===== src/rtl/clk2_word_packer.sv =====
// clk2_word_packer: packs BEATS single-cycle beats (first beat in the MSBs) into one wide
// word, buffers words in a 2-entry FIFO behind a valid/ready port, and raises busy early
// enough that an upstream handshake synchronizer never loses a beat.
module clk2_word_packer #(
    parameter int unsigned IN_WIDTH = 8,
    parameter int unsigned BEATS    = 4
) (
    input  logic                      clk,
    input  logic                      rst,
    input  logic                      in_valid,
    input  logic [IN_WIDTH-1:0]       in_data,
    output logic                      busy,
    output logic                      out_valid,
    output logic [IN_WIDTH*BEATS-1:0] out_data,
    input  logic                      out_ready,
    output logic                      overflow
);

    localparam int unsigned WordW = IN_WIDTH * BEATS;
    localparam int unsigned ShW   = (BEATS - 1) * IN_WIDTH;
    localparam int unsigned CntW  = $clog2(BEATS);
    localparam logic [CntW-1:0] LastBeat = CntW'(BEATS - 1);
    localparam logic [CntW-1:0] BusyBeat = CntW'(BEATS - 2);

    logic [CntW-1:0]  beat_cnt_q, beat_cnt_d;
    logic [ShW-1:0]   shift_q, shift_d;
    logic [WordW-1:0] entry_q [2];
    logic [WordW-1:0] entry_d [2];
    logic [1:0]       count_q, count_d;
    logic             overflow_q, overflow_d;

    logic [WordW-1:0] word;
    logic [1:0]       level;
    logic             complete;
    logic             pop;
    logic             push;

    // Stored beats followed by the live beat; the low part doubles as the next shift value.
    assign word     = {shift_q, in_data};
    assign complete = in_valid && (beat_cnt_q == LastBeat);
    assign pop      = (count_q != 2'd0) && out_ready;
    // A pop in the same cycle frees a slot, so a full FIFO can still accept.
    assign push     = complete && ((count_q != 2'd2) || pop);
    // Occupancy after the pop, i.e. the slot the pushed word lands in.
    assign level    = count_q - {1'b0, pop};

    // Assembler: shift beats in and count towards a complete word.
    always_comb begin
        beat_cnt_d = beat_cnt_q;
        shift_d    = shift_q;
        if (in_valid) begin
            shift_d    = word[ShW-1:0];
            beat_cnt_d = complete ? '0 : beat_cnt_q + 1'b1;
        end
    end

    // FIFO next state: pop shifts the tail to the head, push fills the first free slot.
    always_comb begin
        entry_d    = entry_q;
        count_d    = count_q - {1'b0, pop} + {1'b0, push};
        overflow_d = overflow_q | (complete && !push);
        if (pop) begin
            entry_d[0] = entry_q[1];
        end
        if (push) begin
            if (level == 2'd0) begin
                entry_d[0] = word;
            end else begin
                entry_d[1] = word;
            end
        end
    end

    // State registers with asynchronous reset discarding partial and buffered words.
    always_ff @(posedge clk or posedge rst) begin
        if (rst) begin
            beat_cnt_q <= '0;
            shift_q    <= '0;
            entry_q[0] <= '0;
            entry_q[1] <= '0;
            count_q    <= 2'd0;
            overflow_q <= 1'b0;
        end else begin
            beat_cnt_q <= beat_cnt_d;
            shift_q    <= shift_d;
            entry_q[0] <= entry_d[0];
            entry_q[1] <= entry_d[1];
            count_q    <= count_d;
            overflow_q <= overflow_d;
        end
    end

    // Outputs decoded from registered state only.
    always_comb begin
        out_valid = (count_q != 2'd0);
        out_data  = out_valid ? entry_q[0] : '0;
        // Raised while two more beats could still complete a word into a full FIFO.
        busy      = (count_q == 2'd2) && (beat_cnt_q >= BusyBeat);
        overflow  = overflow_q;
    end

endmodule


===== config.mk =====
export PLATFORM = sky130hd
export DESIGN_NAME = clk2_word_packer
export DESIGN_NICKNAME = d
export VERILOG_FILES = /design/src/rtl/clk2_word_packer.sv
export SDC_FILE = /design/constraint.sdc
export NUM_CORES = 1
export LEC_CHECK = 0
export CORE_ASPECT_RATIO = 0.7
export CORE_MARGIN = 2
export CORE_UTILIZATION = 60
export DETAILED_ROUTE_END_ITERATION = 8
export PLACE_DENSITY = 0.84
export SYNTH_ARGS = -nofsm -noshare
export SYNTH_HDL_FRONTEND = slang
export SYNTH_SLANG_ARGS = --single-unit

===== constraint.sdc =====
create_clock -name clk -period 7.6 [get_ports clk]
set_input_delay 1.9 -clock clk [delete_from_list [all_inputs] [get_ports clk]]
set_output_delay 1.9 -clock clk [all_outputs]
set_load 0.01 [all_outputs]

==> results of run 1 <==
logic make-up (layout without fill, tap and decap cells):
logic type / count (synthesis) / count (layout) / synth area share
DFF: 93 / 93 / 0.5469
AOI/OAI and AO/OA: 9 / 9 / 0.01294
and+or+nand+nor: 41 / 41 / 0.05704
muxes: 123 / 123 / 0.3511
buffers and inverters: 21 / 72 / 0.02617
adders and majority gates: 2 / 2 / 0.005880
worst reg2reg max path, stage by stage, from the launching register on:
cell,delay (ns)
dfrtp_1,0.40
ha_1,0.24
nand2_1,0.16
or3_2,0.96
mux2_1,0.51
final cells by class:
cell class,count,area [um^2]
Timing Repair Buffer,51,498.0
Clock inverter,7,50.05
Fill cell,506,1856
Inverter,5,20.02
Sequential cell,93,2327
Multi-Input combinational cell,175,1827
Clock buffer,9,123.9
Tap cell,94,117.6
placed cells by master, fill, tap and decap left out, drive strengths merged, types with 5 or more instances in the layout:
cell	Yosys	layout
inv	5	6
clkinv	0	6
clkbuf	5	9
mux2	120	120
buf	11	5
nor2b	34	34
clkdlybuf4s50	0	46
dfrtp	93	93
metal layers:
layer / wire, um / vias up
met5: 0 / -
met4: 64 / 0
met3: 314 / 7
met2: 3556 / 39
met1: 3173 / 1227
li1: - / 1100
metrics by stage:
stage | setup WS [ns] | hold slack, ns | util
final | 3.461 | 0.4870 | 0.7279
after global routing | 3.415 | 0.5082 | 0.7279
after CTS | 3.473 | 0.4892 | 0.7279
after detailed placement | 3.090 | 0.4650 | 0.7024
after global placement | 3.133 | 0.4562 | 0.7024
after floorplan | 3.280 | 0.4541 | -
sequential cells by signal, summed over array words and instances, names as in the netlist:
register / count
beat_cnt_q: 2
shift_q: 24
count_q: 2
overflow: 1
entry_q: 64
path summary, 6_finish.rpt:
kind                                           start                       to  slack [ns]  depth (start not counted)
max                                         in_valid    entry_q[36]$_DFF_PP0_        3.46                          5
min                               overflow$_DFF_PP0_       overflow$_DFF_PP0_        0.49                          1
max reg2reg                beat_cnt_q[1]$_DFFE_PP0P_    entry_q[36]$_DFF_PP0_        5.23                          4
min reg2reg                       overflow$_DFF_PP0_       overflow$_DFF_PP0_        0.49                          1
max in group asynchronous                        rst  entry_q[19]$_DFFE_PP0P_        4.62                          3
min in group asynchronous                        rst    entry_q[38]$_DFF_PP0_        1.78                          2
where the power goes:
part / leakage, nW / internal (mW) / switching [mW] / total, mW
clock: 0.0937 / 0.120 / 0.171 / 0.292
sequential: 1.17 / 0.660 / 0.0948 / 0.755
combinational: 1.03 / 0.391 / 0.209 / 0.600
==> impl_metrics.toml, run 1 <==
[floorplanning]
ios = 47
die_w_um = 104.7
core_area_mm2 = 0.006819
initial_utilization = 0.6240
die_height_um = 74.46
num_rows = 25
dieArea_mm2 = 0.007793

[critical_path]
crit_family = "simple AND/OR/NAND/NOR gates"
startpoint_type = "primary input"
path_cells = "clkdlybuf4s50_1, buf_4, nand2_1, or3_2, mux2_1"
cpMaxStageDelayCell = "or3_2"
critical_path.max_stage_delay_ns = 0.96
path_max_fanout = 32
required_ns = 7.85
crit_path_end_kind = "register"
path_buf_inv = 2
crit_type = "primary input to register"
arrival_ns = 4.38

[synth]
synth.area.top_cells = "dfrtp_1, mux2_2, mux2_4"
ys.flop_type = "dfrtp_1"
synthCells = 289
yosysMostFrequentCell = "dfrtp_1"
syn_area_per_cell_um2 = 14.72
syn_area_mm2 = 0.004255
ys_types = 21
yosys_warnings = 0
yosys.area.top_type_share = 0.5469
synth_common_cells = "dfrtp_1, mux2_2, nor2b_1"
syn_nets = 303
yosysSeqAreaShare = 0.5469
synth-edff-count = 0
async_flop_share = 1.000
synth_seq_cells = 93
yosys.area.top_type = "dfrtp_1"

[timing]
hold_viol_final = 0
drv_slew = 0
period_share = 0.5446
min_period_ns = 4.139
tns_ns = 0
slew_headroom = 0.2761
setup_violations = 0
fmax_ghz = 0.2416
rsz0062_at_grt = "no"
clock-skew-final_ns = 0.006656
tightest_slew_ns = 1.086

[layout]
antenna_cells = 0
syn_to_final_growth_pct = 16.64
fin_cells = 434
final_nets = 349
design_area_mm2 = 0.004964
drive_above_1_share = 0.4000

[placed_design]
io_buffers = 46
gp_congestion = 0.7986
placed_cells = 418
place_area_mm2 = 0.004790
hpwl_um = 4617

[clock_network]
clk_latency_ns = 0.36
cts_setup_buffers = 0
clock-sinks = 93
cts_tree = "built"
path_clk_slew_ns = 0.08
htree_num_levels = 3
ctsResizeCount = 0
numCtsBuffers = 9
root_buffer = "clkbuf_8"
hold_buffers = 0
cts.path.max_buffers = 2

[global_routing]
antenna_found_initial = 0
grt_pass1_wl_um = 12400
track_usage = 0.2080
grt_util_met2 = 0.3457
grt_max_degree = 79
grt_overflow_total = 0
grt_util_met1 = 0.2679
top_usage_layer = "met2"
grtUsageMet3 = 0.07187
grt_pass1_vias = 2458

[detailed_routing]
dr.pass1.iters = 4
viasPerCell = 5.468
finalWirelength_um = 7108
dr_total_vias = 2373
drtAntennaViolNets = 0
drc = 0
routedWlPerCell_um = 16.38
drtIter0Drc = 64

[power_and_ir_drop]
p_leak_nw = 2.296
power_mw = 1.646
power_density_mw_per_mm2 = 331.7
ir_drop_v = 0.0001926

[flow_run]
cap_violations = 0

[status]
outcome = "finished clean"

[hold_path]
min_path_type = "register to register"
(Power assumes the default switching activity.)
==> run 2, diff against run 1 <==
Settings changed: CORE_UTILIZATION 60 to 51, PLACE_DENSITY 0.84 to 0.76.
Clock period 7.6 ns to 3.7 ns, I/O delays scaled along.
==> run 2 against run 1 <==
The flow now finishes with violations (DRC); design area rose by 3.4%; critical endpoint is now out_data[3]; worst setup slack got worse by 2.9 ns; largest power group unchanged; core utilization fell by 8.4 points; critical path depth fell by 1; largest cell class unchanged; combinational power rose by 110%.
==> impl_metrics.toml, run 2 (same netlist as run 1, synthesis figures left out) <==
[timing]
slew_headroom = 0.5665
clock-skew-final_ns = 0.005912
rsz0062_at_grt = "no"
setup_violations = 0
drv_slew = 0
tns_ns = 0
period_share = 0.8409
fmax_ghz = 0.3214
hold_viol_final = 0
tightest_slew_ns = 0.6496
holdWs_ns = 0.4819
min_period_ns = 3.111

[detailed_routing]
drc = 3
dr.pass1.iters = 5
drtAntennaViolNets = 0
dr_total_vias = 2346
viasPerCell = 5.320
finalWirelength_um = 7591
routedWlPerCell_um = 17.21
drtIter0Drc = 81

[critical_path]
critical_path.max_stage_delay_ns = 0.56
cpMaxStageDelayCell = "nor2_2"
required_ns = 2.77
path_buf_inv = 2
startpoint_type = "register"
crit_family = "buffers and inverters"
crit_type = "register to output pin"
arrival_ns = 2.19
path_cells = "nor2_2, buf_12, nor2b_1, clkdlybuf4s50_1"
crit_path_end_kind = "output pin"
path_max_fanout = 23

[global_routing]
grt_pass1_vias = 2497
grt_max_degree = 60
grt_overflow_total = 0
track_usage = 0.1888
antenna_found_initial = 0
grt_pass1_wl_um = 12940

[placed_design]
io_buffers = 46
gp_congestion = 0.7375
hpwl_um = 4694

[floorplanning]
num_rows = 27
dieArea_mm2 = 0.009102
initial_utilization = 0.5337
die_w_um = 113.2
core_area_mm2 = 0.007973
die_height_um = 80.43
ios = 47

[status]
outcome = "complete, but fails checks"
failed_checks = "DRC"

[layout]
syn_to_final_growth_pct = 20.58
largestRegisters = "entry_q x64, shift_q x24"
layout_commonest_cell = "dfrtp_1"
ff_latch_area_mm2 = 0.002327
largest_reg_flops = 64
multi_input_area_mm2 = 0.001827
antenna_cells = 0
top_register = "entry_q"
fillers = 609
final_nets = 350
drive_above_1_share = 0.4000
layout_common_cells = "dfrtp_1, mux2_2, clkdlybuf4s50_1, nor2b_1, mux2_4"

[clock_network]
path_clk_slew_ns = 0.06
clk_latency_ns = 0.34
root_buffer = "clkbuf_16"
htree_num_levels = 3
cts_setup_buffers = 0
numCtsBuffers = 9
hold_buffers = 0
clock-sinks = 93
cts_tree = "built"
cts.path.max_buffers = 2
ctsResizeCount = 0

[power_and_ir_drop]
ir_drop_v = 0.0003625
p_leak_nw = 2.364
power_density_mw_per_mm2 = 728.7

[flow_run]
cap_violations = 0

[hold_path]
min_path_type = "register to register"
## run 2: cell count changes in the layout (fill, tap and decap cells not counted), sizes merged
cell	before	now
clkbuf	9	11
bufinv	0	1
clkinv	6	3
clkinvlp	0	1
inv	6	4
buf	5	6
## run 2: metrics by stage
stage	cells	utilization	setup slack, ns	total power, mW	instance area (um^2)
6_report	441	0.6436	0.5887	3.739	5131
2_1_floorplan	289	-	0.3547	2.449	4255
4_1_cts	441	0.6436	0.5740	3.792	5131
5_1_grt	441	0.6436	0.4327	3.965	5131
3_5_place_dp	426	0.6059	0.7754	2.851	4831
3_3_place_gp	426	0.6059	0.8229	2.795	4831
## run 2: per-layer routing
| layer | GRT usage | vias up | part of all wire |
|---|---|---|---|
| li1 | - | 1099 | - |
| met1 | 0.2489 | 1204 | 0.49 |
| met2 | 0.3036 | 34 | 0.46 |
| met3 | 0.05208 | 9 | 0.031 |
| met4 | 0.06585 | 0 | 0.016 |
| met5 | 0 | - | 0 |
## run 2: area by class of cell
cell class | instances | share of cell area
clock buffer | 11 | 0.04926
sequential | 93 | 0.4535
timing repair buffer | 52 | 0.1034
tap | 101 | 0.02463
multi-input combinational | 175 | 0.3560
clock inverter | 4 | 0.009266
inverter | 5 | 0.003901
## run 2: final timing paths
path / from / end / slack [ns] / cells after the start
worst max-delay path: count_q[1]$_DFF_PP0_ / out_data[3] / 0.59 / 4
worst min-delay path: overflow$_DFF_PP0_ / overflow$_DFF_PP0_ / 0.48 / 1
worst max register to register: beat_cnt_q[1]$_DFFE_PP0P_ / entry_q[36]$_DFF_PP0_ / 1.64 / 5
worst min register to register: overflow$_DFF_PP0_ / overflow$_DFF_PP0_ / 0.48 / 1
max in group asynchronous: rst / shift_q[20]$_DFFE_PP0P_ / 2.01 / 3
min in group asynchronous: rst / shift_q[5]$_DFFE_PP0P_ / 0.98 / 2
## run 2: where the power goes
| group | total [mW] | switching, mW | internal [mW] |
|---|---|---|---|
| clock | 0.922 | 0.368 | 0.554 |
| sequential | 1.56 | 0.198 | 1.36 |
| combinational | 1.26 | 0.443 | 0.816 |
| total | 3.74 | 1.01 | 2.73 |
==> run 3, diff against run 2 <==
Settings changed: CORE_UTILIZATION 51 to 56, PLACE_DENSITY 0.76 to 0.79.
Clock period 3.7 ns to 3.1 ns, I/O delays scaled along.
==> run 3 against run 2 <==
Sequential share of layout area is 0.47 points higher; the flow now finishes without violations; largest cell class unchanged; critical endpoint is now out_data[15]; first-iteration DRC count is 21% lower; core utilization is 5.0 points higher; clock-buffer cell count stayed put; critical path type unchanged; sequential cell count stayed put; worst setup slack worse by 0.14 ns; non-clock buffer count is 3 higher.
==> impl_metrics.toml, run 3 (same netlist as run 1, synthesis figures left out) <==
[placed_design]
place_ws_ns = 0.3348
hpwl_um = 4813
gp_congestion = 0.7426
placed_cells = 426
io_buffers = 46

[floorplanning]
core_area_mm2 = 0.007320
die_height_um = 76.93
num_rows = 26
dieArea_mm2 = 0.008323
ios = 47
initial_utilization = 0.5814
die_w_um = 108.2

[clock_network]
path_clk_slew_ns = 0.08
clk_latency_ns = 0.35
htree_num_levels = 3
numCtsBuffers = 9
ctsResizeCount = 0
cts_setup_buffers = 0
cts_tree = "built"
hold_buffers = 0
clock-sinks = 93
cts.path.max_buffers = 2
root_buffer = "clkbuf_8"

[layout]
layout_commonest_cell = "dfrtp_1"
layout_common_cells = "dfrtp_1, mux2_2, clkdlybuf4s50_1, nor2b_1, mux2_4"
top_register = "entry_q"
largestRegisters = "entry_q x64, shift_q x24"
final_util = 0.6938
antenna_cells = 0
final_nets = 353
drive_above_1_share = 0.4023
largest_reg_flops = 64
syn_to_final_growth_pct = 19.35
fin_cells = 441

[timing]
fin_ws_ns = 0.4469
setup_violations = 0
fmax_ghz = 0.3769
drv_slew = 0
tns_ns = 0
min_period_ns = 2.653
period_share = 0.8558
tightest_slew_ns = 0.6260
slew_headroom = 0.5827
rsz0062_at_grt = "no"
holdWs_ns = 0.4757
hold_viol_final = 0
clock-skew-final_ns = 0.009250

[global_routing]
antenna_found_initial = 0
grt_pass1_wl_um = 12230
track_usage = 0.1904
grt_max_degree = 47
grt_overflow_total = 0
grt_pass1_vias = 2472

[power_and_ir_drop]
power_density_mw_per_mm2 = 828.9
ir_drop_v = 0.0004045
p_leak_nw = 2.333

[critical_path]
crit_path_end_kind = "output pin"
startpoint_type = "register"
arrival_ns = 1.88
required_ns = 2.32
worstSetupStartpoint = "count_q[1]$_DFF_PP0_"
worstReg2RegStart = "beat_cnt_q[1]$_DFFE_PP0P_"
path_max_fanout = 23
crit_type = "register to output pin"

[detailed_routing]
dr_total_vias = 2356
finalWirelength_um = 7328
drtIter0Drc = 64
drtAntennaViolNets = 0
drc = 0
dr.pass1.iters = 4
viasPerCell = 5.342
routedWlPerCell_um = 16.62

[hold_path]
min_path_type = "register to register"
min_from = "overflow$_DFF_PP0_"

[status]
outcome = "finished clean"

[flow_run]
cap_violations = 0
## run 3: changes by cell type in the layout (fill, tap and decap cells not counted), sizes merged
cell      delta
clkinv       -2
bufinv       +1
buf          +3
clkinvlp     +1
## run 3: per-layer routing
metal / global-route usage / up-vias / routed length [um]
li1: - / 1102 / -
met1: 0.2588 / 1212 / 3472
met2: 0.3044 / 35 / 3585
met3: 0.05187 / 7 / 210
met4: 0.05000 / 0 / 60
met5: 0 / - / 0
## run 3: worst paths after layout
path / end / slack [ns] / depth (start not counted)
max: out_data[15] / 0.45 / 4
min: overflow$_DFF_PP0_ / 0.48 / 1
max reg2reg: entry_q[36]$_DFF_PP0_ / 0.98 / 5
min reg2reg: overflow$_DFF_PP0_ / 0.48 / 1
max in group asynchronous: entry_q[62]$_DFF_PP0_ / 1.69 / 3
min in group asynchronous: entry_q[45]$_DFF_PP0_ / 0.81 / 2
## run 3: layout make-up
class,instances,area [um^2]
Clock buffer,11,141.4
Clock inverter,4,72.57
Inverter,5,22.52
Timing Repair Buffer,55,565.5
Fill cell,518,2241
Tap cell,98,122.6
Multi-Input combinational cell,175,1827
Sequential cell,93,2327
## run 3: where the power goes
part / internal [mW] / switching, mW / leakage [nW]
Combinational: 0.975 / 0.524 / 1.05
Clock: 0.471 / 0.387 / 0.105
Sequential: 1.62 / 0.234 / 1.17
Total: 3.06 / 1.14 / 2.33
## run 3: metrics by stage
stage	power [mW]	cell area (um^2)
finish	4.210	5079
floorplan	2.924	4259
global route	4.456	5079
global placement	3.317	4865
detailed placement	3.394	4865
CTS	4.267	5079
## run 3: critical path, cell delays in order (launching register included)
cell and delay (ns):
dfrtp_1 0.49, nor2_2 0.08, buf_4 0.22, nor2b_1 0.19
clkdlybuf4s50_1 0.56
